--- src/rtl/alu_bank_responder_pkg.sv ---
// Shared command/response types for the four-bank ALU interface.
package alu_bank_responder_pkg;

    typedef enum logic [1:0] {
        CMD_NOP = 2'd0,
        CMD_ADD = 2'd1,
        CMD_SUB = 2'd2,
        CMD_SHL = 2'd3
    } command_t;

    typedef enum logic [1:0] {
        RSP_NONE     = 2'd0,
        RSP_SUCCESS  = 2'd1,
        RSP_OVERFLOW = 2'd2,
        RSP_INVALID  = 2'd3
    } response_t;

    typedef struct packed {
        command_t    command;
        logic [31:0] data1;
        logic [31:0] data2;
    } input_packet_t;

    typedef struct packed {
        logic [31:0] data;
        response_t   response;
    } output_packet_t;

endpackage

--- src/rtl/alu_bank_responder_if.sv ---
// Per-bank command and response buses between an initiator and the responder.
interface alu_bank_responder_if
    import alu_bank_responder_pkg::*;
#(
    parameter int NUM_BANKS = 4
);

    input_packet_t  [NUM_BANKS-1:0] input_packet;
    output_packet_t [NUM_BANKS-1:0] output_packet;

    modport master (output input_packet, input output_packet);
    modport slave  (input input_packet, output output_packet);

endinterface

--- src/rtl/alu_bank_responder.sv ---
// Four independent ALU banks: each accepts a command, runs it for a fixed
// per-opcode latency, then pulses a response with a sticky result word.
module alu_bank_responder
    import alu_bank_responder_pkg::*;
#(
    parameter int NUM_BANKS = 4,
    parameter int ADD_LAT   = 3,
    parameter int SUB_LAT   = 4,
    parameter int SHL_LAT   = 5
) (
    input logic                 clock,
    input logic                 reset,
    alu_bank_responder_if.slave bus
);

    localparam logic [1:0] IDLE    = 2'd0;
    localparam logic [1:0] EXEC    = 2'd1;
    localparam logic [1:0] RESPOND = 2'd2;

    // The counter is loaded with LAT-1 at acceptance and the result is
    // registered on the edge where it is already zero, giving exactly LAT edges.
    localparam logic [2:0] ADD_CNT = 3'(ADD_LAT - 1);
    localparam logic [2:0] SUB_CNT = 3'(SUB_LAT - 1);
    localparam logic [2:0] SHL_CNT = 3'(SHL_LAT - 1);

    logic [1:0]  state_q [NUM_BANKS];
    logic [2:0]  cnt_q   [NUM_BANKS];
    command_t    cmd_q   [NUM_BANKS];
    logic [31:0] op1_q   [NUM_BANKS];
    logic [31:0] op2_q   [NUM_BANKS];
    output_packet_t [NUM_BANKS-1:0] out_q;

    function automatic logic [2:0] load_count(input command_t cmd);
        logic [2:0] cnt;
        cnt = ADD_CNT;
        case (cmd)
            CMD_SUB: cnt = SUB_CNT;
            CMD_SHL: cnt = SHL_CNT;
            default: cnt = ADD_CNT;
        endcase
        return cnt;
    endfunction

    function automatic output_packet_t execute(input command_t cmd,
                                               input logic [31:0] a,
                                               input logic [31:0] b);
        output_packet_t r;
        logic [32:0]    sum;
        r.data     = '0;
        r.response = RSP_INVALID;
        sum        = '0;
        case (cmd)
            CMD_ADD: begin
                sum        = {1'b0, a} + {1'b0, b};
                r.data     = sum[31:0];
                r.response = sum[32] ? RSP_OVERFLOW : RSP_SUCCESS;
            end
            CMD_SUB: begin
                r.data     = a - b;
                r.response = (b > a) ? RSP_OVERFLOW : RSP_SUCCESS;
            end
            CMD_SHL: begin
                // Shift amounts beyond the word width are rejected rather
                // than silently wrapped to data2[4:0].
                if (b > 32'd31) begin
                    r.data     = '0;
                    r.response = RSP_INVALID;
                end else begin
                    r.data     = a << b[4:0];
                    r.response = RSP_SUCCESS;
                end
            end
            default: begin
                r.data     = '0;
                r.response = RSP_INVALID;
            end
        endcase
        return r;
    endfunction

    // Per-bank FSM: accept in IDLE/RESPOND, count down in EXEC, pulse in RESPOND.
    // NOTE: every piece of bank state is reset, not only the FSM, because the
    // outputs must read zero asynchronously and no stale operand may leak out.
    always_ff @(posedge clock or negedge reset) begin
        if (!reset) begin
            for (int b = 0; b < NUM_BANKS; b++) begin
                state_q[b] <= IDLE;
                cnt_q[b]   <= '0;
                cmd_q[b]   <= CMD_NOP;
                op1_q[b]   <= '0;
                op2_q[b]   <= '0;
                out_q[b]   <= '0;
            end
        end else begin
            // NOTE: non-blocking assignments keep every bank's next state a
            // function of this edge's values only, independent of loop order.
            for (int b = 0; b < NUM_BANKS; b++) begin
                case (state_q[b])
                    IDLE: begin
                        if (bus.input_packet[b].command != CMD_NOP) begin
                            cmd_q[b]   <= bus.input_packet[b].command;
                            op1_q[b]   <= bus.input_packet[b].data1;
                            op2_q[b]   <= bus.input_packet[b].data2;
                            cnt_q[b]   <= load_count(bus.input_packet[b].command);
                            state_q[b] <= EXEC;
                        end
                    end
                    EXEC: begin
                        if (cnt_q[b] == 3'd0) begin
                            out_q[b]   <= execute(cmd_q[b], op1_q[b], op2_q[b]);
                            state_q[b] <= RESPOND;
                        end else begin
                            cnt_q[b] <= cnt_q[b] - 3'd1;
                        end
                    end
                    RESPOND: begin
                        // Data stays sticky; only the response pulse ends here.
                        out_q[b].response <= RSP_NONE;
                        if (bus.input_packet[b].command != CMD_NOP) begin
                            cmd_q[b]   <= bus.input_packet[b].command;
                            op1_q[b]   <= bus.input_packet[b].data1;
                            op2_q[b]   <= bus.input_packet[b].data2;
                            cnt_q[b]   <= load_count(bus.input_packet[b].command);
                            state_q[b] <= EXEC;
                        end else begin
                            state_q[b] <= IDLE;
                        end
                    end
                    default: begin
                        state_q[b] <= IDLE;
                    end
                endcase
            end
        end
    end

    assign bus.output_packet = out_q;

endmodule

--- src/flat_wrapper.sv ---
// flat-port wrapper written by rule: the top's interface ports become plain ports
module alu_bank_responder_flat import alu_bank_responder_pkg::*;
#(
    parameter int NUM_BANKS = 4,
    parameter int ADD_LAT   = 3,
    parameter int SUB_LAT   = 4,
    parameter int SHL_LAT   = 5
)
  (clock, reset, bus_input_packet, bus_output_packet);
  alu_bank_responder_if #(.NUM_BANKS(NUM_BANKS)) bus_i ();
  input logic clock;
  input logic reset;
  input wire logic [$bits(bus_i.input_packet)-1:0] bus_input_packet;
  output wire logic [$bits(bus_i.output_packet)-1:0] bus_output_packet;
  assign bus_i.input_packet = bus_input_packet;
  assign bus_output_packet = bus_i.output_packet;
  alu_bank_responder #(.NUM_BANKS(NUM_BANKS), .ADD_LAT(ADD_LAT), .SUB_LAT(SUB_LAT), .SHL_LAT(SHL_LAT)) u_core (.clock(clock), .reset(reset), .bus(bus_i));
endmodule
--- config.mk ---
export PLATFORM = sky130hd
export DESIGN_NAME = alu_bank_responder_flat
export DESIGN_NICKNAME = d
export VERILOG_FILES = /design/src/rtl/alu_bank_responder_pkg.sv /design/src/rtl/alu_bank_responder_if.sv /design/src/rtl/alu_bank_responder.sv /design/src/flat_wrapper.sv
export SDC_FILE = /design/constraint.sdc
export NUM_CORES = 2
export LEC_CHECK = 0
export BUFFER_PORTS_ARGS = -buffer_cell sky130_fd_sc_hd__buf_2
export CORE_MARGIN = 1.5
export CORE_UTILIZATION = 61
export DETAILED_ROUTE_END_ITERATION = 16
export GPL_ROUTABILITY_DRIVEN = 0
export HOLD_SLACK_MARGIN = 0.06
export PLACE_DENSITY = 0.83
export RECOVER_POWER = 50
export SYNTH_ARGS = -nofsm -noshare
export SYNTH_HDL_FRONTEND = slang
export SYNTH_SLANG_ARGS = --single-unit
--- constraint.sdc ---
create_clock -name clock -period 4.8 [get_ports clock]
set_input_delay 0.24 -clock clock [delete_from_list [all_inputs] [get_ports clock]]
set_output_delay 0.24 -clock clock [all_outputs]
set_load 0.03 [all_outputs]
==> Word level (Yosys, flattened, before mapping) <==
Index checks and enable logic that the tools add are counted.
W data, S select, Z words.
{ "op_classes": {"muxes": 56, "order_cmp": 8, "addsub": 12, "n_shift": 4, "n_eq_ne": 44, "reduce_logical": 44} }
{ "ops": {"columns": ["op", "n"], "rows": [
  ["$pmux W34 S3", 4],
  ["$mux W34", 4],
  ["$add A32 B32 Y33", 4],
  ["$gt A32 B32 Y1", 4],
  ["$gt A32 B5 Y1 const B", 4],
  ["$shl A32 B5 Y32", 4],
  ["$sub A32 B32 Y32", 4],
  ["$pmux W3 S2", 8],
  ["$eq A2 B2 Y1 const B", 20],
  ["$mux W2", 20],
  ["$reduce_and A2 Y1", 16],
  ["$mux W3", 8],
  ["$ne A2 B1 Y1 const B", 12],
  ["$pmux W2 S3", 4],
  ["$reduce_bool A2 Y1", 12],
  ["$eq A2 B1 Y1 const B", 8],
  ["$pmux W2 S2", 4],
  ["$logic_not A3 Y1", 4],
  ["$reduce_and A3 Y1", 4],
  ["$sub A3 B1 Y3 const B", 4],
  ["$logic_not A2 Y1", 4],
  ["$ne A2 B2 Y1 const B", 4],
  ["$reduce_or A2 Y1", 4],
  ["$mux W1", 4]
]} }
{ "word_totals": {"register_bits": 420, "wordCells": 196, "input_bits": 266, "out_inout_bits": 136} }

==> Longest topological paths before layout <==
{ "logic_depth": {"depth_word": 5, "mapped_depth": 17, "ltp_nobuf": 14} }

==> Worst setup path before layout <==
No wires, ideal clock.
{ "synth_timing": {"path_kind": "register -> register", "from": "register u_core.op2_q[33] (netlist name)", "to": "register u_core.out_q, in the netlist u_core.bus.output_packet[101]", "path_buffers": 3, "slack_ps": 543, "required_ps": 4667, "setup_time_ps": 133, "arrival_ps": 4124, "synth_period_minus_slack_ps": 4257, "stages_incl_launch_ff": 17, "path_cell_list": "dfrtp_1 clkbuf_1 buf_1 clkbuf_1 inv_1 ha_1 nor2b_1 o31a_1 o41a_1 o21a_1 a211o_1 a2111oi_4 o21ai_2 nand3_1 mux2_2 nand3_1 o211ai_1"} }
{ "synth_via": {"elab_chain_len": 3, "elab_cells_between_ends": 6, "classes_between": "add/sub (2); order compare (1); shift (1); mux (2)"} }
{ "synth_rtl": {"columns": ["element", "line", "text"], "rows": [
  ["start: declaration", "alu_bank_responder.sv:30", "logic [31:0] op2_q [NUM_BANKS];"],
  ["start signal: indexed assignment", "alu_bank_responder.sv:103", "op2_q[b] <= bus.input_packet[b].data2;"],
  ["start signal: indexed assignment", "alu_bank_responder.sv:122", "op2_q[b] <= bus.input_packet[b].data2;"],
  ["$gt A32 B5 Y1 or $shl A32 B5 Y32 (tied branches)", "alu_bank_responder.sv:65, alu_bank_responder.sv:69", null],
  ["$mux W34", "alu_bank_responder.sv:65", "if (b > 32'd31) begin"],
  ["$pmux W34 S3 (*)", "alu_bank_responder.sv:52", "case (cmd)"],
  ["end signal: indexed assignment", "alu_bank_responder.sv:110", "out_q[b] <= execute(cmd_q[b], op1_q[b], op2_q[b]);"],
  ["end: declaration", "alu_bank_responder.sv:31", "output_packet_t [NUM_BANKS-1:0] out_q;"]
]} }
Every way passes the cells marked *; elsewhere a longest branch is shown, timed or not.
A chain may end at the register's enable or synchronous reset.

==> Worst setup path after layout <==
{ "layout_timing": {"from": "register u_core.op2_q[68] (netlist name)", "to": "register u_core.out_q, in the netlist u_core.bus.output_packet[67]"} }
Same word-level chain as after synthesis.

==> run metrics <==
layout cell share with drive strength beyond 1=16.6%; Core Region=0.0601 sq mm; grt ovf=0; synth warn=0; PostCTS Resize Cnt=0; WHS=397 ps; ys async rst share=100%; Fmax=239 MHz; failing checks=max-capacitance violations, max-slew violations; CTS root buf=clkbuf_16; IO buf count=401; cts hold-fix bufs=268; status=finished, violations left; worst-path cell chain=inv_2 > ha_1 > nand2b_1 > a21oi_1 > a211oi_1 > a31oi_1 > o211ai_1 > a21oi_1 > a2111oi_0 > o22ai_1 > xor2_1 > a222oi_1 > a21oi_1; initial antenna violation count=7; first-pass GRT wire length=199 mm; r2r endpoint=u_core.bus.output_packet[67]$_DFFE_PN0P_; CTS Buf Count=45; row count=90; drt pass-1 iters=7; Largest stage delay, worst path=590 ps; min-delay src=bus_input_packet[250]; Starting Density=61.4%; Netlist Area Pre-Place=0.0369 sq mm; FF+latch count, synth=420; drt wl/cell=22.9 um; maxcap violations=3; post-route DRC violation count=0; number of synthesized flops with an enable pin=0; Final period util=87.2%; vias in the first global route=35800; CP Capture Type=register; Critical Path Most Common Cell=a21oi_1; Die H=249 um; Critical Path Fanout Max=19; Synth cell types=96; Vias=37700; critical path's top delay family=compound AO/OA/AOI/OAI gates; Sink Count=420; worst skew pair latency=600 ps; Seq/Total Area, Yosys=28.5%; Post-DP HPWL=87.1 mm; worst slew pin tran=2780 ps; pre-CTS setup slack=856 ps; reg2reg path depth=13; depth of the CTS H-tree=2; startpoint types=register; setup TNS=0 ps; number of setup violations in the final report=0; Antenna Violating Nets Remaining=0; DR vias/cell=6.71; Max Clock Skew=16.5 ps; ys flop type=dfrtp_1; final-report hold violation count=0; cell count after synthesis=4294; pin count of the biggest net entering global routing=129; Slew Viols, Final=155; number of post-CTS setup repair buffers=0; Buf/Inv on CP=1; HP Class=input port to register; CTS clock-pin slew for the worst setup and hold paths=70 ps; Avg Inst Size Synth=8.60 sq um; final setup margin=614 ps; crit path kind=register to register; die width=249 um; Ports=402; WL final=128 mm; CP required=5280 ps; unrepaired setup endpoints after global routing=false; Total Routing Usage GR=40.0%; Worst slew margin=-85.5%; die area=0.0620 sq mm; TritonCTS clock tree=done; Arrival @ worst endpoint=4660 ps; Fillers=4241; Iter 0 DRT Violations=5329; slowest CP cell=dfrtp_1; R2R Setup Slk=610 ps; Crit Reg-Reg Startpoint=u_core.op2_q[68]$_DFFE_PN0P_; Nets=5334; Net Count, Synth=4836; area delta synth->final=17.2%; worst-case clock buffer depth=3; Hold Path Sink=u_core.op1_q[20]$_DFFE_PN0P_; fin crit period=4190 ps; Hold Path Cell Cnt=3
[state kept, by name, summed over array words and instances, names as in the netlist]
name,flops
u_core.cnt_q,12
u_core.op1_q,128
u_core.op2_q,128
u_core.cmd_q,8
u_core.bus.output_packet,136
u_core.state_q,8
[layer usage]
metal / wire [um] / vias to the layer above / track usage, %
li1: - / 16500 / -
met1: 46700 / 17500 / 50.7
met2: 56100 / 2938 / 62.3
met3: 16700 / 704 / 10.6
met4: 8770 / 4 / 21.8
met5: 27 / - / 0
[placed cells by master (no fill, tap or decap), types with 24 or more instances in the layout]
master | Yosys | layout
a211oi_1 | 55 | 55
a21o_1 | 42 | 42
a21oi_1 | 387 | 387
a221oi_1 | 40 | 40
a22oi_1 | 24 | 24
a31oi_1 | 49 | 49
and3_1 | 26 | 26
buf_2 | 20 | 262
buf_4 | 5 | 50
clkbuf_1 | 210 | 150
clkbuf_16 | 0 | 47
dfrtp_1 | 420 | 415
dlygate4sd3_1 | 0 | 268
ha_1 | 268 | 268
inv_1 | 265 | 265
mux2_2 | 285 | 284
mux2i_1 | 104 | 104
mux4_2 | 68 | 68
nand2_1 | 421 | 421
nand2b_1 | 60 | 60
nand3_1 | 67 | 67
nor2_1 | 328 | 328
nor2b_1 | 52 | 52
nor3_1 | 83 | 83
nor4_1 | 48 | 48
o211ai_1 | 27 | 27
o21a_1 | 26 | 26
o21ai_0 | 257 | 257
o21bai_1 | 40 | 39
o221ai_1 | 25 | 25
o22ai_1 | 41 | 41
o31ai_1 | 27 | 27
xnor2_1 | 171 | 171
[logic make-up (layout without fill, tap and decap cells)]
kind of cell / count (synthesis) / in the layout / synth area share [%]
and+or+nand+nor: 1161 / 1161 / 14.2
AOI/OAI and AO/OA: 1247 / 1247 / 21.8
other: 0 / 5 / 0
buffers and inverters: 547 / 1081 / 5.89
muxes: 457 / 457 / 15.7
DFF: 420 / 420 / 28.5
xor gates and xnor gates: 186 / 186 / 4.41
adders and majority gates: 276 / 276 / 9.52
[worst min-delay path: cells and delay by family]
| kind | cells | cell delay, ps |
|---|---|---|
| mux | 1 | 130 |
| buf+inv | 2 | 600 |
[worst max-delay path by stage]
stage / startpoint / end / cells after the start
finish: u_core.op2_q[68]$_DFFE_PN0P_ / u_core.bus.output_packet[67]$_DFFE_PN0P_ / 13
global placement: u_core.op2_q[100]$_DFFE_PN0P_ / u_core.bus.output_packet[0]$_DFFE_PN0P_ / 13
global route: u_core.op2_q[68]$_DFFE_PN0P_ / u_core.bus.output_packet[67]$_DFFE_PN0P_ / 13
floorplan: u_core.op2_q[33]$_DFFE_PN0P_ / u_core.bus.output_packet[101]$_DFFE_PN0P_ / 16
CTS: u_core.op2_q[0]$_DFFE_PN0P_ / u_core.bus.output_packet[130]$_DFFE_PN0P_ / 14
detailed placement: u_core.op2_q[0]$_DFFE_PN0P_ / u_core.bus.output_packet[130]$_DFFE_PN0P_ / 14
[cells in the mapped netlist, types with 27 or more instances]
| cell type | number | area [sq um] |
|---|---|---|
| mux2i_1 | 104 | 1040 |
| a21oi_1 | 387 | 1940 |
| mux2_2 | 285 | 3210 |
| xnor2_1 | 171 | 1500 |
| o22ai_1 | 41 | 257 |
| o21ai_0 | 257 | 1290 |
| a211oi_1 | 55 | 413 |
| o31ai_1 | 27 | 203 |
| nand3_1 | 67 | 335 |
| o21bai_1 | 40 | 300 |
| nand2b_1 | 60 | 375 |
| a31oi_1 | 49 | 307 |
| o211ai_1 | 27 | 203 |
| nor3_1 | 83 | 415 |
| a21o_1 | 42 | 315 |
| inv_1 | 265 | 995 |
| nand2_1 | 421 | 1580 |
| mux4_2 | 68 | 1530 |
| a221oi_1 | 40 | 350 |
| nor2_1 | 328 | 1230 |
| clkbuf_1 | 210 | 788 |
| dfrtp_1 | 420 | 10500 |
| ha_1 | 268 | 3350 |
| nor2b_1 | 52 | 325 |
| nor4_1 | 48 | 300 |
[through the flow]
stage / instance area (sq um) / util (%) / std cells
after global routing: 43300 / 72.0 / 5613
final: 43300 / 72.0 / 5615
after global placement: 39300 / 65.3 / 5259
after detailed placement: 39300 / 65.3 / 5259
after CTS: 43500 / 72.3 / 5610
after floorplan: 36900 / - / 4294
[final cells by class]
type / count / area (sq um) / share of cell area (%)
multi-input combinational: 3327 / 24300 / 56.0
tap: 782 / 978 / 2.26
clock buffer: 71 / 1390 / 3.20
clock inverter: 12 / 149 / 0.344
sequential: 420 / 10500 / 24.3
inverter: 276 / 1040 / 2.39
antenna: 5 / 12.5 / 0.0289
timing repair buffer: 722 / 4950 / 11.4
Power is not shown: default switching activity piles up to over one toggle a cycle in this logic, so the estimate is an artifact.
